$ cat src/rtl/phase_sequencer_pkg.sv
// Shared types and constants for the phase sequencer.
package phase_sequencer_pkg;

  typedef enum logic {
    IDLE = 1'b0,
    RUN  = 1'b1
  } state_t;

  localparam int STRIKE_CNT_W = 8;

endpackage

$ cat src/rtl/phase_sequencer_if.sv
// Control and status bundle between a sequencer host and the phase sequencer.
import phase_sequencer_pkg::*;

interface phase_sequencer_if #(
  parameter int NUM_PHASES = 4,
  parameter int DWELL_W    = 4,
  parameter int HEIGHT_W   = 5
);
  localparam int PH_W = $clog2(NUM_PHASES);

  logic [HEIGHT_W-1:0]     height;
  logic                    strike;
  logic                    hold;
  logic                    mode;
  logic [DWELL_W-1:0]      dwell;
  logic [NUM_PHASES-1:0]   en;
  logic [PH_W-1:0]         phase;
  logic                    busy;
  logic                    pass_done;
  logic [STRIKE_CNT_W-1:0] strike_cnt;

  modport master (
    output height, strike, hold, mode, dwell,
    input  en, phase, busy, pass_done, strike_cnt
  );

  modport slave (
    input  height, strike, hold, mode, dwell,
    output en, phase, busy, pass_done, strike_cnt
  );
endinterface

$ cat src/rtl/phase_sequencer_dwell_counter.sv
// Per-phase dwell down-counter: loads on phase entry, decrements while
// enabled, and flags terminal count at zero.
module phase_dwell_counter #(
  parameter int W = 4
) (
  input  logic         clk,
  input  logic         rst,
  input  logic         load,
  input  logic         dec,
  input  logic [W-1:0] load_val,
  output logic [W-1:0] cnt,
  output logic         zero
);

  // Load has priority over decrement; a held counter simply keeps its value.
  always_ff @(posedge clk) begin
    if (rst)
      cnt <= '0;
    else if (load)
      cnt <= load_val;
    else if (dec && (cnt != '0))
      cnt <= cnt - 1'b1;
  end

  assign zero = (cnt == '0);

endmodule

$ cat src/rtl/phase_sequencer.sv
// One-hot phase sequencer with per-phase dwell, hold, single/continuous
// pass modes and a saturating abort (strike) counter.
//
//   state | meaning
//   IDLE  | phase 0 parked, waiting for a nonzero height to arm
//   RUN   | stepping through phases, each lasting dwell+1 unheld cycles
import phase_sequencer_pkg::*;

module phase_sequencer #(
  parameter int NUM_PHASES = 4,
  parameter int DWELL_W    = 4,
  parameter int HEIGHT_W   = 5
) (
  input logic              clk,
  input logic              rst,
  phase_sequencer_if.slave bus
);
  localparam int PH_W = $clog2(NUM_PHASES);
  localparam logic [STRIKE_CNT_W-1:0] STRIKE_MAX = {STRIKE_CNT_W{1'b1}};
  localparam logic [PH_W-1:0]         LAST_PH    = PH_W'(NUM_PHASES - 1);

  state_t                  state;
  logic [PH_W-1:0]         phase_q;
  logic                    pass_done_q;
  logic [STRIKE_CNT_W-1:0] strike_cnt_q;

  logic               arm;
  logic               run_go;
  logic               cnt_load;
  logic               cnt_dec;
  logic               cnt_zero;
  logic [DWELL_W-1:0] cnt;

  // Counter control: load on arming or on a phase advance, else count down
  // whenever RUN is neither aborted nor held.
  always_comb begin
    arm      = (state == IDLE) && !bus.strike && (bus.height != '0);
    run_go   = (state == RUN) && !bus.strike && !bus.hold;
    cnt_load = arm || (run_go && cnt_zero);
    cnt_dec  = run_go && !cnt_zero;
  end

  phase_dwell_counter #(.W(DWELL_W)) u_dwell (
    .clk      (clk),
    .rst      (rst),
    .load     (cnt_load),
    .dec      (cnt_dec),
    .load_val (bus.dwell),
    .cnt      (cnt),
    .zero     (cnt_zero)
  );

  // Sequencer FSM: strike beats hold beats advance; mode only matters at wrap.
  always_ff @(posedge clk) begin
    if (rst) begin
      state        <= IDLE;
      phase_q      <= '0;
      pass_done_q  <= 1'b0;
      strike_cnt_q <= '0;
    end else begin
      pass_done_q <= 1'b0;
      if (bus.strike) begin
        if (strike_cnt_q != STRIKE_MAX)
          strike_cnt_q <= strike_cnt_q + 1'b1;
        state   <= IDLE;
        phase_q <= '0;
      end else begin
        case (state)
          IDLE: begin
            if (bus.height != '0)
              state <= RUN;
          end
          RUN: begin
            if (!bus.hold && cnt_zero) begin
              if (phase_q == LAST_PH) begin
                phase_q     <= '0;
                pass_done_q <= 1'b1;
                if (bus.mode)
                  state <= IDLE;
              end else begin
                phase_q <= phase_q + 1'b1;
              end
            end
          end
          default: state <= IDLE;
        endcase
      end
    end
  end

  assign bus.en         = NUM_PHASES'(1) << phase_q;
  assign bus.phase      = phase_q;
  assign bus.busy       = (state == RUN);
  assign bus.pass_done  = pass_done_q;
  assign bus.strike_cnt = strike_cnt_q;

endmodule

$ cat src/flat_wrapper.sv
// flat-port wrapper written by rule: the top's interface ports become plain ports
module phase_sequencer_flat 
#(
  parameter int NUM_PHASES = 4,
  parameter int DWELL_W    = 4,
  parameter int HEIGHT_W   = 5
)
  (clk, rst, bus_height, bus_strike, bus_hold, bus_mode, bus_dwell, bus_en, bus_phase, bus_busy, bus_pass_done, bus_strike_cnt);
  phase_sequencer_if #(.NUM_PHASES(NUM_PHASES), .DWELL_W(DWELL_W), .HEIGHT_W(HEIGHT_W)) bus_i ();
  input logic clk;
  input logic rst;
  input wire logic [$bits(bus_i.height)-1:0] bus_height;
  input wire logic [$bits(bus_i.strike)-1:0] bus_strike;
  input wire logic [$bits(bus_i.hold)-1:0] bus_hold;
  input wire logic [$bits(bus_i.mode)-1:0] bus_mode;
  input wire logic [$bits(bus_i.dwell)-1:0] bus_dwell;
  output wire logic [$bits(bus_i.en)-1:0] bus_en;
  output wire logic [$bits(bus_i.phase)-1:0] bus_phase;
  output wire logic [$bits(bus_i.busy)-1:0] bus_busy;
  output wire logic [$bits(bus_i.pass_done)-1:0] bus_pass_done;
  output wire logic [$bits(bus_i.strike_cnt)-1:0] bus_strike_cnt;
  assign bus_i.height = bus_height;
  assign bus_i.strike = bus_strike;
  assign bus_i.hold = bus_hold;
  assign bus_i.mode = bus_mode;
  assign bus_i.dwell = bus_dwell;
  assign bus_en = bus_i.en;
  assign bus_phase = bus_i.phase;
  assign bus_busy = bus_i.busy;
  assign bus_pass_done = bus_i.pass_done;
  assign bus_strike_cnt = bus_i.strike_cnt;
  phase_sequencer #(.NUM_PHASES(NUM_PHASES), .DWELL_W(DWELL_W), .HEIGHT_W(HEIGHT_W)) u_core (.clk(clk), .rst(rst), .bus(bus_i));
endmodule
$ cat config.mk
export PLATFORM = sky130hd
export DESIGN_NAME = phase_sequencer_flat
export DESIGN_NICKNAME = d
export VERILOG_FILES = /design/src/rtl/phase_sequencer_pkg.sv /design/src/rtl/phase_sequencer_if.sv /design/src/rtl/phase_sequencer_dwell_counter.sv /design/src/rtl/phase_sequencer.sv /design/src/flat_wrapper.sv
export SDC_FILE = /design/constraint.sdc
export NUM_CORES = 1
export LEC_CHECK = 0
export BUFFER_PORTS_ARGS = -buffer_cell sky130_fd_sc_hd__buf_4
export CORE_MARGIN = 5
export CORE_UTILIZATION = 49
export DETAILED_ROUTE_END_ITERATION = 16
export GPL_TIMING_DRIVEN = 0
export PLACE_DENSITY = 0.81
export SLEW_MARGIN = 20
export SYNTH_ARGS = -nofsm -noshare
export SYNTH_HDL_FRONTEND = slang
export SYNTH_SLANG_ARGS = --single-unit
$ cat constraint.sdc
create_clock -name clk -period 1.7 [get_ports clk]
set_clock_uncertainty 0.05 [all_clocks]
set_input_delay 0.34 -clock clk [delete_from_list [all_inputs] [get_ports clk]]
set_output_delay 0.34 -clock clk [all_outputs]
set_load 0.02 [all_outputs]
# Word level (Yosys, flattened, before mapping)
# Index checks and enable logic that the tools add are counted.
# totals
reg_bits,16
inputBits,14
# classes
eq_ne,2
mux,9
addsub,3
reduce_logical,20
n_bitwise,2
shifts,1
# ops
op,count
8-bit by 1-bit adder with 8-bit output (second input constant),1
1-bit logical AND,8
4-bit 2-to-1 mux,2
8-bit inequality test (second input constant),1
1-bit 2-to-1 mux,5
5-bit nonzero test,1
4-bit zero test,1
2-bit AND reduction,2
4-bit nonzero test,1
4-bit OR reduction,1
1-bit by 2-bit left shift with 4-bit output (first input constant),1
4-bit by 1-bit subtractor with 4-bit output (second input constant),1
1-bit zero test,3
2-bit by 1-bit adder with 2-bit output (second input constant),1
2-bit == test (second input constant),1
2-bit 2-to-1 mux,1
1-bit inverter,2
1-bit one-hot mux with 2 select lines,1
2-bit nonzero test,1
2-bit OR reduction,1
1-bit logical OR,1

# Depth between registers and ports, before layout
# Gate-level depths: netlist of the first run.
# depth
word_depth,7
ltp_mapped,6
mapped_depth_nobuf,6

# Modules after synthesis
# A second synthesis of the first run with hierarchy kept.
# hier_totals
hier_cells,103
area_unflattened_um2,983.4
# modules_own_cells
module,cells_per_inst,area_each_um2,instances
phase_sequencer,74,720.7,1
phase_dwell_counter,29,262.8,1

# Worst setup path before layout of the first run
# OpenSTA, ideal clock, no wires.
# synth_timing
path_kind,register -> register
from,"register u_core.strike_cnt_q[0], in the netlist u_core.bus.strike_cnt[0]"
to,"register u_core.strike_cnt_q[1], in the netlist u_core.bus.strike_cnt[1]"
slack_ns,0.125
stages_incl_launch_ff,6
synth_period_minus_slack_ns,1.575
t_required_ns,1.522
t_arrival_ns,1.397
cell_sequence,dfxtp_1 > ha_1 > nand4_1 > o21ai_1 > mux2i_1 > nor2_1
# synth_between
elab_chain_len,2
word_cells_on_any_way,3
cone_classes,add/sub (1); eq/ne (1); reduce/logical (1)
# synth_rtl
element,line,text
start: declaration,phase_sequencer.sv:25,logic [STRIKE_CNT_W-1:0] strike_cnt_q;
start signal: assignment,phase_sequencer.sv:64,strike_cnt_q <= strike_cnt_q + 1'b1;
branches (longest 2 deep; another with 8-bit by 1-bit adder with 8-bit output),-,
# Several ways; the timed one is not identified.
# A chain may end at the register's enable or synchronous reset.

# Final worst setup path of the first run
# layout_timing
from,register u_core.u_dwell.cnt[0]
to,register u_core.u_dwell.cnt[2]
# layout_between
elab_chain_len,5
word_cells_on_any_way,11
cone_classes,add/sub (1); mux (2); reduce/logical (8)
# layout_rtl
element,line,text
start: declaration,phase_sequencer_dwell_counter.sv:11,"output logic [W-1:0] cnt,"
start signal: assignment,phase_sequencer_dwell_counter.sv:20,cnt <= load_val;
start signal: assignment,phase_sequencer_dwell_counter.sv:22,cnt <= cnt - 1'b1;
branches (longest 5 deep; another with 4-bit by 1-bit subtractor with 4-bit output),-,
# Several ways; the timed one is not identified. The select of a mux whose other input is x is not followed.

==> metrics.txt, run 1 <==
status finished, final reports clean; Pleak approximately 0.53 nW; period utilization 98.1%; Antenna Nets Post-Route 0; WP data required ~1.8 ns; power per cell area between 600 and 700 nW/um2; IO Count 30; worst path bufs/invs 1; vias in the first global route around 840; family with the most delay on the worst path simple AND/OR/NAND/NOR gates; R2R Setup Slk between 0.03 and 0.04 ns; TritonCTS buffer count 3; worst hold path startpoint bus_mode; cts hold-fix bufs 0; iteration count of the initial detailed-routing pass 4; clock slew seen by the registers of the worst setup and hold paths 0.10 ns; CTS H-tree depth 1; top_reg_cell synth dfxtp_1; initial antenna violation count 0; clock buffer depth 2; Die ar. ~2900 um2; Synth Area in XOR/XNOR roughly 4.7%; EDFF count, synth 0; CTS tree built; sequential-to-total area share from yosys stat 34.5%; CP endpoint kind register; worst slew pin tran about 0.47 ns; drt first-iter violations 23; warnings from Yosys 0; area delta synth->final 36.4%; largest stage delay on the critical path 0.54 ns; # rows 15; CP Cell Sequence inv_2 > ha_4 > nand2_2 > or4_4 > o2111ai_2 > a41oi_1; peak supply drop ~0.50 mV; Avg Inst Size Synth 9.00 um2; Post-Synth Simple-Gate Area a little over 20%; largest net degree at the start of global routing 11; GRT Util Overall between 10% and 20%; placed instance area approximately 1200 um2; CP Max Fanout 5; DR vias/cell 5.93; Max Slew Vio Count 0; Max Cap Violations 0; Initial Util roughly 53%; Synth Area in Adders a little over 8%; syn_nets roughly 120; Diodes inserted 0; Port Buffer Count 27; post-DP HPWL between 1.5 and 2 mm; Final Hold Fails 0; Wirelength per Cell ~15 um; Final Power ~0.00086 W; RePlAce Congestion 0.837; CP startpoint u_core.u_dwell.cnt[0]$_SDFFE_PP0P_; post-synthesis async set-or-reset flop share 0%; CTS root buf clkbuf_4; DRC Markers 0; post-synthesis cell type count 36; Max Fclk between 0.5 and 0.6 GHz; Tmin final 1.67 ns; Mapped Cells ~100; Worst slew margin 68.5%; startpoint types register; Die Ht ~54 um; Hold Slack roughly 0.17 ns; grt total ovfl 0; class of the worst hold path input port to register; Worst EP arrival approximately 1.8 ns; slowest CP cell or4_4; TritonCTS Sinks 16; Final Instance Area between 1000 and 1500 um2; largest family of logic cells by synthesized area compound AO/OA/AOI/OAI gates; area fraction in compound gates after synthesis 22.9%; Die X between 50 and 60 um; first-pass GRT wire length 3.68 mm; # setup viols final 0; Clock Latency Late Sink about 0.3 ns; routed via count 967; layout cells sized above 1 a little under two fifths; critical path class register to register; FF-to-FF Start u_core.u_dwell.cnt[0]$_SDFFE_PP0P_; core area ~1800 um2; RSZ-0062 raised after global routing yes; final wirelength roughly 2.5 mm; multiplexer area fraction after synthesis ~4.3%; fin nets between 150 and 200; mapped cell area between 900 and 1000 um2; final core occ slightly above 70%; Yosys reg bits 16
## routing by layer
| layer | vias to the layer above | global-route usage (%) | share of wire (%) |
|---|---|---|---|
| li1 | 462 | - | - |
| met1 | 465 | 21.3 | 40 |
| met2 | 32 | 29.2 | 53 |
| met3 | 8 | 3.66 | 5.5 |
| met4 | 0 | 6.38 | 1.9 |
| met5 | - | 0 | 0 |
## registers in the layout (all words and copies together) (netlist names)
name and cells:
u_core.bus.busy 1, u_core.bus.pass_done 1, u_core.bus.strike_cnt 8, u_core.bus.phase 2, u_core.u_dwell.cnt 4
## synthesized netlist by cell type, types with 2 or more instances
master / number / area (um2)
inv_1: 7 / 26.3
nand4_1: 3 / 18.8
o21ai_1: 2 / 10.0
clkbuf_1: 2 / 7.51
xor2_1: 5 / 43.8
ha_1: 6 / 75.1
nand2_1: 5 / 18.8
mux2i_1: 4 / 40.0
a31oi_1: 3 / 18.8
dfxtp_1: 16 / 320
nor3_1: 3 / 15.0
nor2_1: 11 / 41.3
a21oi_1: 3 / 15.0
o211ai_1: 5 / 37.5
nand3_1: 2 / 10.0
a21o_1: 2 / 15.0
o2111ai_1: 5 / 43.8
## cell families after synthesis
| family | count (synthesis) |
|---|---|
| simple gates | 33 |
| xor+xnor | 5 |
| flops | 16 |
| fa+ha+maj | 6 |
| mux | 4 |
| buf+inv | 11 |
| compound gates | 28 |
## path summary, 6_finish.rpt
kind,depth (start not counted),to
setup / recovery,6,u_core.u_dwell.cnt[2]$_SDFFE_PP0P_
hold / removal,2,u_core.bus.busy$_SDFF_PP0_
setup reg to reg,6,u_core.u_dwell.cnt[2]$_SDFFE_PP0P_
hold reg to reg,2,u_core.u_dwell.cnt[0]$_SDFFE_PP0P_
## final cells by class
cell class | instances | area (um2)
multi-input cells | 76 | 597
plain buffers | 4 | 18.8
clock buffers | 4 | 36.3
flip-flops and latches | 16 | 323
fillers | 150 | 499
repair buffers | 31 | 233
well taps | 25 | 31.3
inverters | 7 | 26.3
## power breakdown
part / leakage [nW] / total, W / internal (W) / switching, W
sequential: 0.131 / 0.000419 / 0.000393 / 0.0000265
clock: 0.0210 / 0.000267 / 0.000131 / 0.000136
combinational: 0.382 / 0.000170 / 0.0000799 / 0.0000902
## worst reg2reg max path: cells and delay by family, from the launching register on
family	cells	cell delay [ns]
AO/OA/AOI/OAI	2	0.33
adder cells (fa/ha/maj)	1	0.14
buffers and inverters	1	0.08
flip-flops	1	0.35
AND/OR/NAND/NOR	2	0.60
## placed cells by master (no fill, tap or decap), types with 4 or more instances in the layout
master / n
nor2_1: 11
nand2_1: 5
dfxtp_1: 14
mux2i_1: 4
inv_1: 5
buf_4: 32
xor2_1: 5
ha_1: 5
o211ai_1: 5
## per-stage QoR
stage	instances	setup slack (ns)	setup TNS, ns
6_report	163	0.0325	0
5_1_grt	163	-0.0322	-0.0449
4_1_cts	159	0.0393	0
3_5_place_dp	155	0.0468	0
3_3_place_gp	155	0.0735	0
2_1_floorplan	103	0.125	0
## repair_timing
action / in CTS / in global routing
endpoints found under the setup margin: 0 / 9
gates resized for setup: 0 / 10
setup buffers: 0 / 4
No activity file was read; power rests on OpenSTA's default activity.
==> inputs of run 2 (changes only) <==
--- a/config.mk
+++ b/config.mk
@@ -11,6 +11,7 @@
 export DETAILED_ROUTE_END_ITERATION = 16
 export GPL_TIMING_DRIVEN = 0
 export PLACE_DENSITY = 0.81
+export RECOVER_POWER = 25
 export SLEW_MARGIN = 20
 export SYNTH_ARGS = -nofsm -noshare
 export SYNTH_HDL_FRONTEND = slang
==> run 2 against run 1 <==
Clock power about the same; cell count did not move; register-to-register slack barely moved; sequential power hardly changed; largest power group unchanged; via count up 0.31%; sequential share of layout area rose by 0.54 points; setup slack improved by 0.0023 ns; first-iteration DRC count rose by 4.3%; cell area decreased by 2.1%; combinational power is essentially flat; largest cell class unchanged; highest routed layer unchanged; fmax grew 0.14%; global-route usage unchanged.
==> metrics.txt, run 2 (same netlist as run 1, synthesis figures left out) <==
class of the worst hold path input port to register; initial antenna violation count 0; critical path class register to register; RSZ-0062 raised after global routing yes; clock buffer depth 2; Antenna Nets Post-Route 0; Setup TNS Final 0 ns; Diodes inserted 0; Max Cap Violations 0; CP endpoint kind register; status finished, final reports clean; CTS root buf clkbuf_4; power per cell area 688 nW/um2; Port Buffer Count 27; Pint around 0.0006 W; period utilization a little over nine tenths; RePlAce Congestion around 0.84; cts hold-fix bufs 0; Largest register FFs 8; iteration count of the initial detailed-routing pass 4; DR vias/cell around 6.0; first-pass GRT wire length approximately 3.7 mm; DRC Markers 0; Hold Slack about 0.17 ns; Die ar. approximately 2900 um2; Die Ht about 54 um; Worst slew margin around two thirds; worst slew pin tran around 0.47 ns; Seq pwr share 49.2%; Pleak 0.504 nW; layout cells sized above 1 between 30% and 40%; post-DP HPWL roughly 1.7 mm; drt first-iter violations 24; Max Slew Vio Count 0; most frequent cells in the layout buf_4 (25), dfxtp_1 (14), nor2_1 (11), clkbuf_1 (9); switching portion of total power between 20% and 30%; CP Max Fanout 5; commonest non-fill, non-tap cell in the layout buf_4; Worst EP arrival 1.79 ns; Psw ~0.00025 W; Final Hold Fails 0; Tmin final approximately 1.7 ns; startpoint types register; fillers about 160; CTS H-tree depth 1; peak supply drop about 0.5 mV; Die X between 50 and 60 um; Clock Latency Late Sink ~0.30 ns; fin nets 159; core area approximately 1800 um2; CTS tree built; Max Fclk between 0.6 and 0.7 GHz; vias in the first global route approximately 840; routed via count 970; WP data required approximately 1.8 ns; Comb power frac 19.6%; TritonCTS Sinks 16; clock slew seen by the registers of the worst setup and hold paths 0.10 ns; IO Count 30; largest net degree at the start of global routing 11; area delta synth->final 33.6%; clock share of power a little over 30%; Initial Util between 50 and 60%; final wirelength 2.49 mm; # rows 15; # setup viols final 0; final core occ a little over two thirds; TritonCTS buffer count 3; Wirelength per Cell between 15 and 20 um; grt total ovfl 0; GRT Util Overall between 15 and 20%
-- run 2: changes by cell type in the layout (fill, tap and decap cells not counted), sizes merged --
cell,previous run,this run
buf,33,26
clkbuf,6,13
-- run 2: layout make-up --
cell class / count / area, um2 / share of cell area (%)
timing repair buffer: 31 / 206 / 16.7
inverter: 7 / 26.3 / 2.12
clock buffer: 4 / 36.3 / 2.93
tap: 25 / 31.3 / 2.53
sequential: 16 / 323 / 26.1
multi-input combinational: 76 / 597 / 48.2
buffer: 4 / 18.8 / 1.52
-- run 2: worst max-delay path, cell delays in order, from the launching register on --
cell	delay, ns
dfxtp_2	0.35
inv_2	0.08
ha_4	0.13
nand2_2	0.06
or4_4	0.54
o2111ai_2	0.21
a41oi_1	0.12
-- run 2: repair_timing --
item | in CTS | in global routing
endpoints found under the setup margin | 0 | 9
gates resized for setup | 0 | 10
buffers inserted | 0 | 4
-- run 2: power groups by stage --
stage                logic, W  registers (W)  clock network [W]
floorplan           0.0000893       0.000428                  0
global placement     0.000147       0.000423                  0
detailed placement   0.000150       0.000425                  0
CTS                  0.000151       0.000416           0.000263
global route         0.000182       0.000422           0.000287
finish               0.000167       0.000419           0.000266
-- run 2: layer usage --
layer,up-vias,GRT usage [%],part of all wire [%]
met5,-,0,0
met4,0,6.38,1.9
met3,8,3.66,5.4
met2,32,29.2,53
met1,468,21.3,40
li1,462,-,-
-- run 2: path summary, 6_finish.rpt --
kind	startpoint	end	slack (ns)	cells past startpoint
max reg2reg	u_core.u_dwell.cnt[0]$_SDFFE_PP0P_	u_core.u_dwell.cnt[2]$_SDFFE_PP0P_	0.03	6
min	bus_mode	u_core.bus.busy$_SDFF_PP0_	0.17	2
max	u_core.u_dwell.cnt[0]$_SDFFE_PP0P_	u_core.u_dwell.cnt[2]$_SDFFE_PP0P_	0.03	6
min reg2reg	u_core.u_dwell.cnt[0]$_SDFFE_PP0P_	u_core.u_dwell.cnt[0]$_SDFFE_PP0P_	0.45	2
-- run 2: stage by stage --
step           total power [W]  std cells  area, um2  worst slack [ns]
6_report              0.000852        163       1240            0.0347
5_1_grt               0.000891        163       1240           -0.0322
4_1_cts               0.000830        159       1200            0.0393
3_5_place_dp          0.000575        155       1160            0.0468
3_3_place_gp          0.000570        155       1160            0.0735
2_1_floorplan         0.000517        103        927             0.125
